**src/rtl/motores_alternados.sv**
```systemverilog
`default_nettype none
// ============================================================================
// Module      : motores_alternados
// Description : Two-motor duty-sharing controller. START runs M1 first, and the
//               active motor swaps every alternation period. Optional both-off
//               gap at each swap when MOTORES_DEADTIME_EN is defined.
// Revision    : 1.0 - initial release
// ============================================================================
module motores_alternados #(
    parameter int unsigned CLK_HZ      = 25_000_000,
    parameter int unsigned T_NORMAL_S  = 30,
    parameter int unsigned T_TEST_S    = 3,
    parameter int unsigned DEAD_CYCLES = 2
) (
    input  logic clk,
    input  logic I1,
    input  logic I2,
    input  logic I3,
    input  logic I4,
    input  logic I5,
    output logic O1,
    output logic O2,
    output logic O3,
    output logic O4,
    output logic O5
);

    localparam longint unsigned c_MAX_S   = (T_NORMAL_S > T_TEST_S) ? 64'(T_NORMAL_S) : 64'(T_TEST_S);
    localparam longint unsigned c_MAX_T   = c_MAX_S * 64'(CLK_HZ);
    // The counter also times the dead gap, so it must cover DEAD_CYCLES too.
    localparam longint unsigned c_MAX_CYC = (c_MAX_T > 64'(DEAD_CYCLES)) ? c_MAX_T : 64'(DEAD_CYCLES);
    localparam int              c_CNT_W   = $clog2(c_MAX_CYC) + 1;

    localparam logic [c_CNT_W-1:0] c_LIM_N = c_CNT_W'(64'(T_NORMAL_S) * 64'(CLK_HZ));
    localparam logic [c_CNT_W-1:0] c_LIM_T = c_CNT_W'(64'(T_TEST_S) * 64'(CLK_HZ));
    localparam logic [c_CNT_W-1:0] c_ONE   = {{(c_CNT_W-1){1'b0}}, 1'b1};
    localparam logic [c_CNT_W-1:0] c_ZERO  = '0;

    typedef enum logic [1:0] {
        S_IDLE   = 2'd0,
        S_RUN_M1 = 2'd1,
        S_RUN_M2 = 2'd2,
        S_DEAD   = 2'd3
    } state_t;

    state_t             r_state;
    state_t             w_next;
    logic [c_CNT_W-1:0] r_cnt;
    logic [c_CNT_W-1:0] w_cnt_next;
    logic [c_CNT_W-1:0] w_lim_m1;
    logic               w_swap;

    // Limit follows I4 live, so a mode change affects the running count at once.
    assign w_lim_m1 = (I4 ? c_LIM_T : c_LIM_N) - c_ONE;
    assign w_swap   = (r_cnt >= w_lim_m1);

`ifdef MOTORES_DEADTIME_EN
    localparam logic [c_CNT_W-1:0] c_DEAD_LAST = c_CNT_W'(DEAD_CYCLES - 1);
    logic r_to_m2;
    logic w_to_m2_next;
`endif

    always_comb begin
        w_next     = r_state;
        w_cnt_next = r_cnt;
`ifdef MOTORES_DEADTIME_EN
        w_to_m2_next = r_to_m2;
`endif
        if (I2 || I5) begin
            w_next     = S_IDLE;
            w_cnt_next = c_ZERO;
        end else begin
            case (r_state)
                S_IDLE: begin
                    w_cnt_next = c_ZERO;
                    if (I1) w_next = S_RUN_M1;
                end
                S_RUN_M1: begin
                    if (w_swap) begin
                        w_cnt_next = c_ZERO;
`ifdef MOTORES_DEADTIME_EN
                        w_next       = S_DEAD;
                        w_to_m2_next = 1'b1;
`else
                        w_next = S_RUN_M2;
`endif
                    end else begin
                        w_cnt_next = r_cnt + c_ONE;
                    end
                end
                S_RUN_M2: begin
                    if (w_swap) begin
                        w_cnt_next = c_ZERO;
`ifdef MOTORES_DEADTIME_EN
                        w_next       = S_DEAD;
                        w_to_m2_next = 1'b0;
`else
                        w_next = S_RUN_M1;
`endif
                    end else begin
                        w_cnt_next = r_cnt + c_ONE;
                    end
                end
`ifdef MOTORES_DEADTIME_EN
                S_DEAD: begin
                    if (r_cnt >= c_DEAD_LAST) begin
                        w_next     = r_to_m2 ? S_RUN_M2 : S_RUN_M1;
                        w_cnt_next = c_ZERO;
                    end else begin
                        w_cnt_next = r_cnt + c_ONE;
                    end
                end
`endif
                default: begin
                    w_next     = S_IDLE;
                    w_cnt_next = c_ZERO;
                end
            endcase
        end
    end

    // Outputs are decoded from the next state so they change with the state register.
    always_ff @(posedge clk) begin
        if (I3) begin
            r_state <= S_IDLE;
            r_cnt   <= c_ZERO;
            O1      <= 1'b0;
            O2      <= 1'b0;
            O3      <= 1'b0;
            O4      <= 1'b0;
            O5      <= 1'b0;
`ifdef MOTORES_DEADTIME_EN
            r_to_m2 <= 1'b0;
`endif
        end else begin
            r_state <= w_next;
            r_cnt   <= w_cnt_next;
            O1      <= (w_next == S_RUN_M1);
            O2      <= (w_next == S_RUN_M2);
            O3      <= (w_next != S_IDLE);
            O4      <= I4;
            O5      <= I5;
`ifdef MOTORES_DEADTIME_EN
            r_to_m2 <= w_to_m2_next;
`endif
        end
    end

endmodule
`default_nettype wire

```
**config.mk**
```make
export PLATFORM = sky130hd
export DESIGN_NAME = motores_alternados
export DESIGN_NICKNAME = d
export VERILOG_FILES = /design/src/rtl/motores_alternados.sv
export SDC_FILE = /design/constraint.sdc
export NUM_CORES = 1
export LEC_CHECK = 0
export ABC_AREA = 1
export CAP_MARGIN = 20
export CORE_UTILIZATION = 58
export DETAILED_ROUTE_END_ITERATION = 8
export PLACE_DENSITY = 0.77
export SETUP_SLACK_MARGIN = 0.3
export SLEW_MARGIN = 20
export SYNTH_ARGS = -nofsm -noshare
export SYNTH_HDL_FRONTEND = slang
export SYNTH_SLANG_ARGS = --single-unit
```
**constraint.sdc**
```tcl
create_clock -name clk -period 4.7 [get_ports clk]
set_input_delay 0.94 -clock clk [delete_from_list [all_inputs] [get_ports clk]]
set_output_delay 0.94 -clock clk [all_outputs]
set_load 0.02 [all_outputs]
```
==> metrics.md, run 1 <==
| Metric | Value |
|---|---|
| Post-synthesis sequential area ratio | 33.04% |
| Synth cell count leaders | 70 x nand2_1, 50 x nor2_1, 40 x inv_1 |
| Worst Hold End | r_cnt[0] |
| Clock Sink Count | 38 |
| Setup TNS | 0 ns |
| # resized after CTS | 0 |
| Core footprint | 3744 um2 |
| Area growth from synthesis to layout | 10.82% |
| Worst-margin pin slew | 0.8502 ns |
| Cell taking the most area after synthesis | dfxtp_1 |
| H-tree depth | 2 |
| Mapped Cells | between 300 and 400 |
| Hold_sp | r_cnt[0] |
| CTS tree | yes |
| Placement Rows | 22 |
| Worst Path Required | 4.90 ns |
| Number of synthesis warnings | 0 |
| GR Util All Layers | 26.62% |
| Syn_nets | 352 |
| Worst path most repeated cell | nand2_1 |
| Startpoint types | primary input |
| Sw power | roughly 0.12 mW |
| Final core occ | 68.15% |
| Vias in the first global route | between 1,500 and 2,000 |
| GR Overflow Total | 0 |
| Post-synth EDFFs | 0 |
| Slew headroom | 42.80% |
| Sw Ratio | a little over a fifth |
| Final Max Tran Viols | 0 |
| DR WL/cell | ~12 um |
| RR Endpoint | r_cnt[13] |
| Antenna Nets Post-Route | 0 |
| Final Critical Period | around 3.4 ns |
| CP max-delay cell | clkdlybuf4s50_1 |
| Avg Inst Size Synth | roughly 7 um2 |
| CTS clock-pin slew for the worst setup and hold paths | 0.07 ns |
| Minimum hold slack | 0.4687 ns |
| Longest Clk Path Bufs | 2 |
| Ports | 11 |
| Final GP Congestion | 0.8811 |
| Post-Route WL | 4832 um |
| Crit-path cells | clkdlybuf4s50_1 -> inv_1 -> ha_1 -> nand2_1 -> nor2_1 -> nand2_1 -> nand2_1 -> nand2_1 -> nand2_1 -> nor2_2 -> nand3_1 -> buf_4 -> nor3b_1 |
| Status | finished, final reports clean |
| Final hold violations | 0 |
| Max VDD drop | 0.1611 mV |
| Synth Flop Type | dfxtp_1 |
| Tcrit/Tclk final | 71.29% |
| Internal Power | around 0.45 mW |
| Antenna violations before repair | 0 |
| Cell variety after synth | 31 |
| Top-count cell post-synth | nand2_1 |
| Starting DRC count in detailed routing | 120 |
| Clock power share | roughly 39% |
| DR vias | about 2,100 |
| RSZ-0062 raised after global routing | no |
| #FFs+latches synth | 38 |
| Avg Vias per Cell | 5.335 |
| CTS Hold Bufs | 0 |
| Worst Path Arrival | 3.56 ns |
| Drt pass-1 iters | 4 |
| Kind of critical path | primary input to flip-flop |
| # setup viols final | 0 |
| Layout cell share with drive strength beyond 1 | under 10% |
| Setup Fix Bufs, Post-CTS | 0 |
| Static Leakage | between 1 and 1.5 nW |
| Final WS setup | 1.349 ns |
| Antenna Cells | 0 |
| Max cap viols | 0 |
| Nets | 368 |
| Hold crit path type | flip-flop to flip-flop |
| Comb power frac | 4.5% |
| Synth top area share | between 30 and 40% |
| Global-route wire length before repair | ~8600 um |
| Clk_skew | 0.006337 ns |
| Die H | 65 um |
| I/O Buffers | 10 |
| CP max FO | 16 |
| Die ar. | 4225 um2 |
| Flop pwr share | between 50% and 60% |
| Die W | 65 um |
| HPWL after DPL | 3842 um |
| Register-to-Register Path Depth | 13 |
| DRC | 0 |
| Initial Util | 61.50% |
| Largest cells by area after synthesis | dfxtp_1 33%, nand2_1 11%, ha_1 11% |
| CTS Buf Count | 5 |
| Worst skew pair latency | about 0.29 ns |
| Power, Total | around 0.58 mW |
| CTS root buf | clkbuf_8 |
| Hold Path Stages | 1 |
| Reg2Reg Launch Point | r_cnt[18] |
| Synth Cell Area | ~2300 um2 |
| Post-placement setup slack | 1.049 ns |
| Max Clk Rate | 298.5 MHz |
| Largest net degree at the start of global routing | 17 |
| Fraction of registers with async set/reset | 0% |
| Crit end category | flip-flop |
| R2r setup slk | around 2.5 ns |
| Pwr/cell area | about 230 nW/um2 |
| CP peak stage delay | 0.71 ns |
## how the worst max path moves through the flow
stage | from | to | cells after the start
after floorplan | I4 | r_cnt[17] | 12
after global placement | I4 | r_cnt[13] | 13
after detailed placement | I4 | r_cnt[13] | 13
after CTS | I4 | r_cnt[13] | 13
after global routing | I4 | r_cnt[19] | 14
final | I4 | r_cnt[13] | 13
## worst max-delay path: cells and delay by family
| family | cells | cell delay, ns |
|---|---|---|
| buffers and inverters | 3 | 1.24 |
| and+or+nand+nor | 9 | 1.02 |
| adders and majority gates | 1 | 0.36 |
## final cells by class
| type | count | area (um2) |
|---|---|---|
| multi-input cells | 243 | 1370 |
| clock inverters | 1 | 5.005 |
| well taps | 48 | 60.06 |
| fillers | 371 | 1192 |
| flip-flops and latches | 38 | 760.7 |
| repair buffers | 11 | 107.6 |
| clock buffers | 7 | 86.33 |
| inverters | 43 | 161.4 |
## state kept, by name, indices dropped and copies added (netlist names)
| name | cells |
|---|---|
| r_state | 2 |
| O2 | 1 |
| O5 | 1 |
| r_cnt | 31 |
| O4 | 1 |
| O3 | 1 |
| O1 | 1 |
## cells in the final DEF (no fill, tap or decap), types with 5 or more instances in the layout
cell type and n:
o21ai_0 7, clkbuf_8 6, nor3_1 10, nand3_1 15, nor2_1 50, dfxtp_1 38
or2_2 6, nand2_1 70, clkdlybuf4s50_1 10, inv_1 40, a21oi_1 16, nor2_4 5
ha_1 20, nand4_1 13
## power by group through the flow
stage | registers, mW | logic [mW] | clock network [mW]
CTS | 0.324 | 0.0263 | 0.233
global route | 0.324 | 0.0298 | 0.247
floorplan | 0.333 | 0.0124 | 0
global placement | 0.332 | 0.0256 | 0
detailed placement | 0.332 | 0.0262 | 0
finish | 0.324 | 0.0261 | 0.227
## cells by family (layout without fill, tap and decap cells)
| group | Yosys count | in the layout | share of synthesized area, % |
|---|---|---|---|
| compound gates | 27 | 27 | 6.251 |
| xor+xnor | 8 | 8 | 3.043 |
| fa+ha+maj | 20 | 20 | 10.87 |
| buf+inv | 45 | 62 | 7.445 |
| flops | 38 | 38 | 33.04 |
| simple gates | 188 | 188 | 39.35 |
## layer usage
| metal | vias to the layer above | track usage, % | wire (um) |
|---|---|---|---|
| met3 | 7 | 5.458 | 220 |
| met1 | 944 | 35.57 | 2349 |
| met4 | 0 | 8.333 | 66 |
| met2 | 39 | 42.58 | 2196 |
| met5 | - | 0 | 0 |
| li1 | 1096 | - | - |
## per-stage QoR
stage                     cells  instance area (um2)
after global placement      383                 2460
after detailed placement    383                 2460
final                       391                 2551
after floorplan             326                 2302
after global routing        391                 2551
after CTS                   391                 2551
No activity file was read; power rests on OpenSTA's default activity.
==> inputs of run 2 (changes only) <==
Clock period 4.7 ns to 3.4 ns, I/O delays scaled along.
==> run 2 against run 1 <==
  * Final cell count grew 0.26%
  * Non-clock buffer count up 1
  * Design area up 2.3%
  * Sequential cell count unchanged
  * Die area unchanged
  * Sequential share of layout area is 0.67 points lower
  * Global-route usage is 0.31 points higher
  * Worst setup slack worse by 0.76 ns
  * Clock power increased by 110%
  * Via count rose by 1.4%
  * Combinational power increased by 44%
  * Critical path depth stayed put
==> metrics.md, run 2 (synthesis results as in run 1) <==
| Metric | Value |
|---|---|
| Status | finished, final reports clean |
| Clock Sink Count | 38 (unchanged) |
| Largest register FFs | 31 (unchanged) |
| Pwr/cell area | 368.7 nW/um2 (+63%) |
| Max VDD drop | 0.3021 mV (+88%) |
| DR WL/cell | 12.71 um (+2.9%) |
| Layout cell share with drive strength beyond 1 | 10.47% (+0.55 points) |
| Tcrit/Tclk final | 82.52% |
| CTS Hold Bufs | 0 (unchanged) |
| H-tree depth | 2 (unchanged) |
| Final std cells w/o fill | 392 (+0.26%) |
| Avg Vias per Cell | 5.398 (+1.2%) |
| Worst-margin pin slew | 0.8092 ns (-0.04105 ns) |
| CTS Buf Count | 5 (unchanged) |
| Final GP Congestion | 0.9024 (+2.4%) |
| Inst Count DP | 384 (+0.26%) |
| Area growth from synthesis to layout | 13.37% |
| # setup viols final | 0 (unchanged) |
| Largest net degree at the start of global routing | 20 (+3) |
| Max Clk Rate | approximately 360 MHz |
| Hold Path Stages | 1 (unchanged) |
| Final Critical Period | about 2.8 ns |
| Placement Rows | 22 (unchanged) |
| Static Leakage | 1.108 nW (+2.6%) |
| # fillers | 325 (-12%) |
| Nets | 369 (+0.27%) |
| DR vias | 2,116 (+1.4%) |
| DRC | 0 (unchanged) |
| Final hold violations | 0 (unchanged) |
| Vias in the first global route | 2,000 (+2.4%) |
| Worst skew pair latency | 0.29 ns (about the same) |
| I/O Buffers | 10 (unchanged) |
| Crit end category | flip-flop |
| Setup Fix Bufs, Post-CTS | 0 (unchanged) |
| Worst Path Required | 3.61 ns (-1.29 ns) |
| Starting DRC count in detailed routing | 90 (-25%) |
| GR Overflow Total | 0 (unchanged) |
| Max cap viols | 0 (unchanged) |
| GR Util All Layers | 26.94% (+0.31 points) |
| Commonest non-fill, non-tap cells in the layout | 70 x nand2_1, 50 x nor2_1, 40 x inv_1 |
| Startpoint types | primary input |
| Drt pass-1 iters | 4 (unchanged) |
| Core footprint | 3744 um2 (unchanged) |
| Antenna Nets Post-Route | 0 (unchanged) |
| Hold crit path type | flip-flop to flip-flop |
| Global-route wire length before repair | 8652 um (+0.72%) |
| CTS root buf | clkbuf_8 |
| Largest regs | r_cnt x31, r_state x2 |
| Commonest non-fill, non-tap cell in the layout | nand2_1 |
| Final Max Tran Viols | 0 (unchanged) |
| Ports | 11 (unchanged) |
| Clk_skew | 0.005949 ns (-0.0003876 ns) |
| CTS clock-pin slew for the worst setup and hold paths | 0.07 ns (about the same) |
| Post-Route WL | 4984 um (+3.1%) |
| Slew headroom | 45.56% (+2.8 points) |
| CTS tree | yes |
| Kind of critical path | primary input to flip-flop |
| # resized after CTS | 0 (unchanged) |
| Worst Path Arrival | 3.02 ns (-0.54 ns) |
| Die ar. | 4225 um2 (unchanged) |
| CP max FO | 19 (+3) |
| Antenna Cells | 0 (unchanged) |
| Initial Util | 61.50% (unchanged) |
| Register-to-Register Path Depth | 13 (unchanged) |
| Top reg by flops | r_cnt |
| Final core occ | 69.72% (+1.6 points) |
| Die W | 65 um (unchanged) |
| RSZ-0062 raised after global routing | no |
| Longest Clk Path Bufs | 2 (unchanged) |
| Antenna violations before repair | 0 (unchanged) |
| HPWL after DPL | 3709 um (-3.5%) |
| Die H | 65 um (unchanged) |
| Setup TNS | 0 ns (unchanged) |
-- run 2: changes by cell type in the layout (fill, tap and decap cells not counted) --
cell / before / now
bufinv_16: 0 / 2
buf_4: 1 / 2
clkbuf_1: 1 / 0
clkinv_2: 1 / 0
-- run 2: final timing paths --
path                            slack [ns]   endpoint      start
worst max-delay path                  0.59  r_cnt[13]         I4
worst min-delay path                  0.47   r_cnt[0]   r_cnt[0]
worst max register to register        1.36  r_cnt[13]  r_cnt[18]
worst min register to register        0.47   r_cnt[0]   r_cnt[0]
-- run 2: layout make-up --
type / instances / area, um2 / share of cell area, %
tap: 48 / 60.06 / 2.301
timing repair buffer: 12 / 115.1 / 4.410
multi-input combinational: 243 / 1370 / 52.49
sequential: 38 / 760.7 / 29.15
inverter: 43 / 161.4 / 6.184
clock buffer: 6 / 82.58 / 3.164
clock inverter: 2 / 60.06 / 2.301
-- run 2: routing by layer --
metal  vias to the layer above  part of all wire, %  track usage, %
met2                        41                   47           44.79
li1                       1089                    -               -
met1                       977                   47           33.55
met4                         0                  2.1           10.28
met3                         9                  4.2           5.986
met5                         -                    0               0
-- run 2: through the flow --
step	hold WS [ns]	setup slack (ns)	instance area, um2	power (mW)
2_1_floorplan	0.4288	1.282	2302	0.4781
3_5_place_dp	0.4606	0.2738	2467	0.4956
4_1_cts	0.4784	0.5828	2610	0.9688
5_1_grt	0.5236	0.3152	2610	0.9989
3_3_place_gp	0.4576	0.3850	2467	0.4948
6_report	0.4707	0.5942	2610	0.9624
-- run 2: report_power, final --
part / switching [mW] / internal (mW)
clock: 0.164 / 0.313
combinational: 0.0206 / 0.0170
sequential: 0.00115 / 0.447
-- run 2: worst max-delay path: stages --
cell and delay [ns]:
clkdlybuf4s50_1 0.63, inv_1 0.20, ha_1 0.35, nand2_1 0.10, inv_1 0.06, nand2_1 0.05
nor2_1 0.04, nand3_1 0.06, nor2_1 0.05, nor2_2 0.19, nand3_1 0.18, buf_4 0.25
nor3b_1 0.17
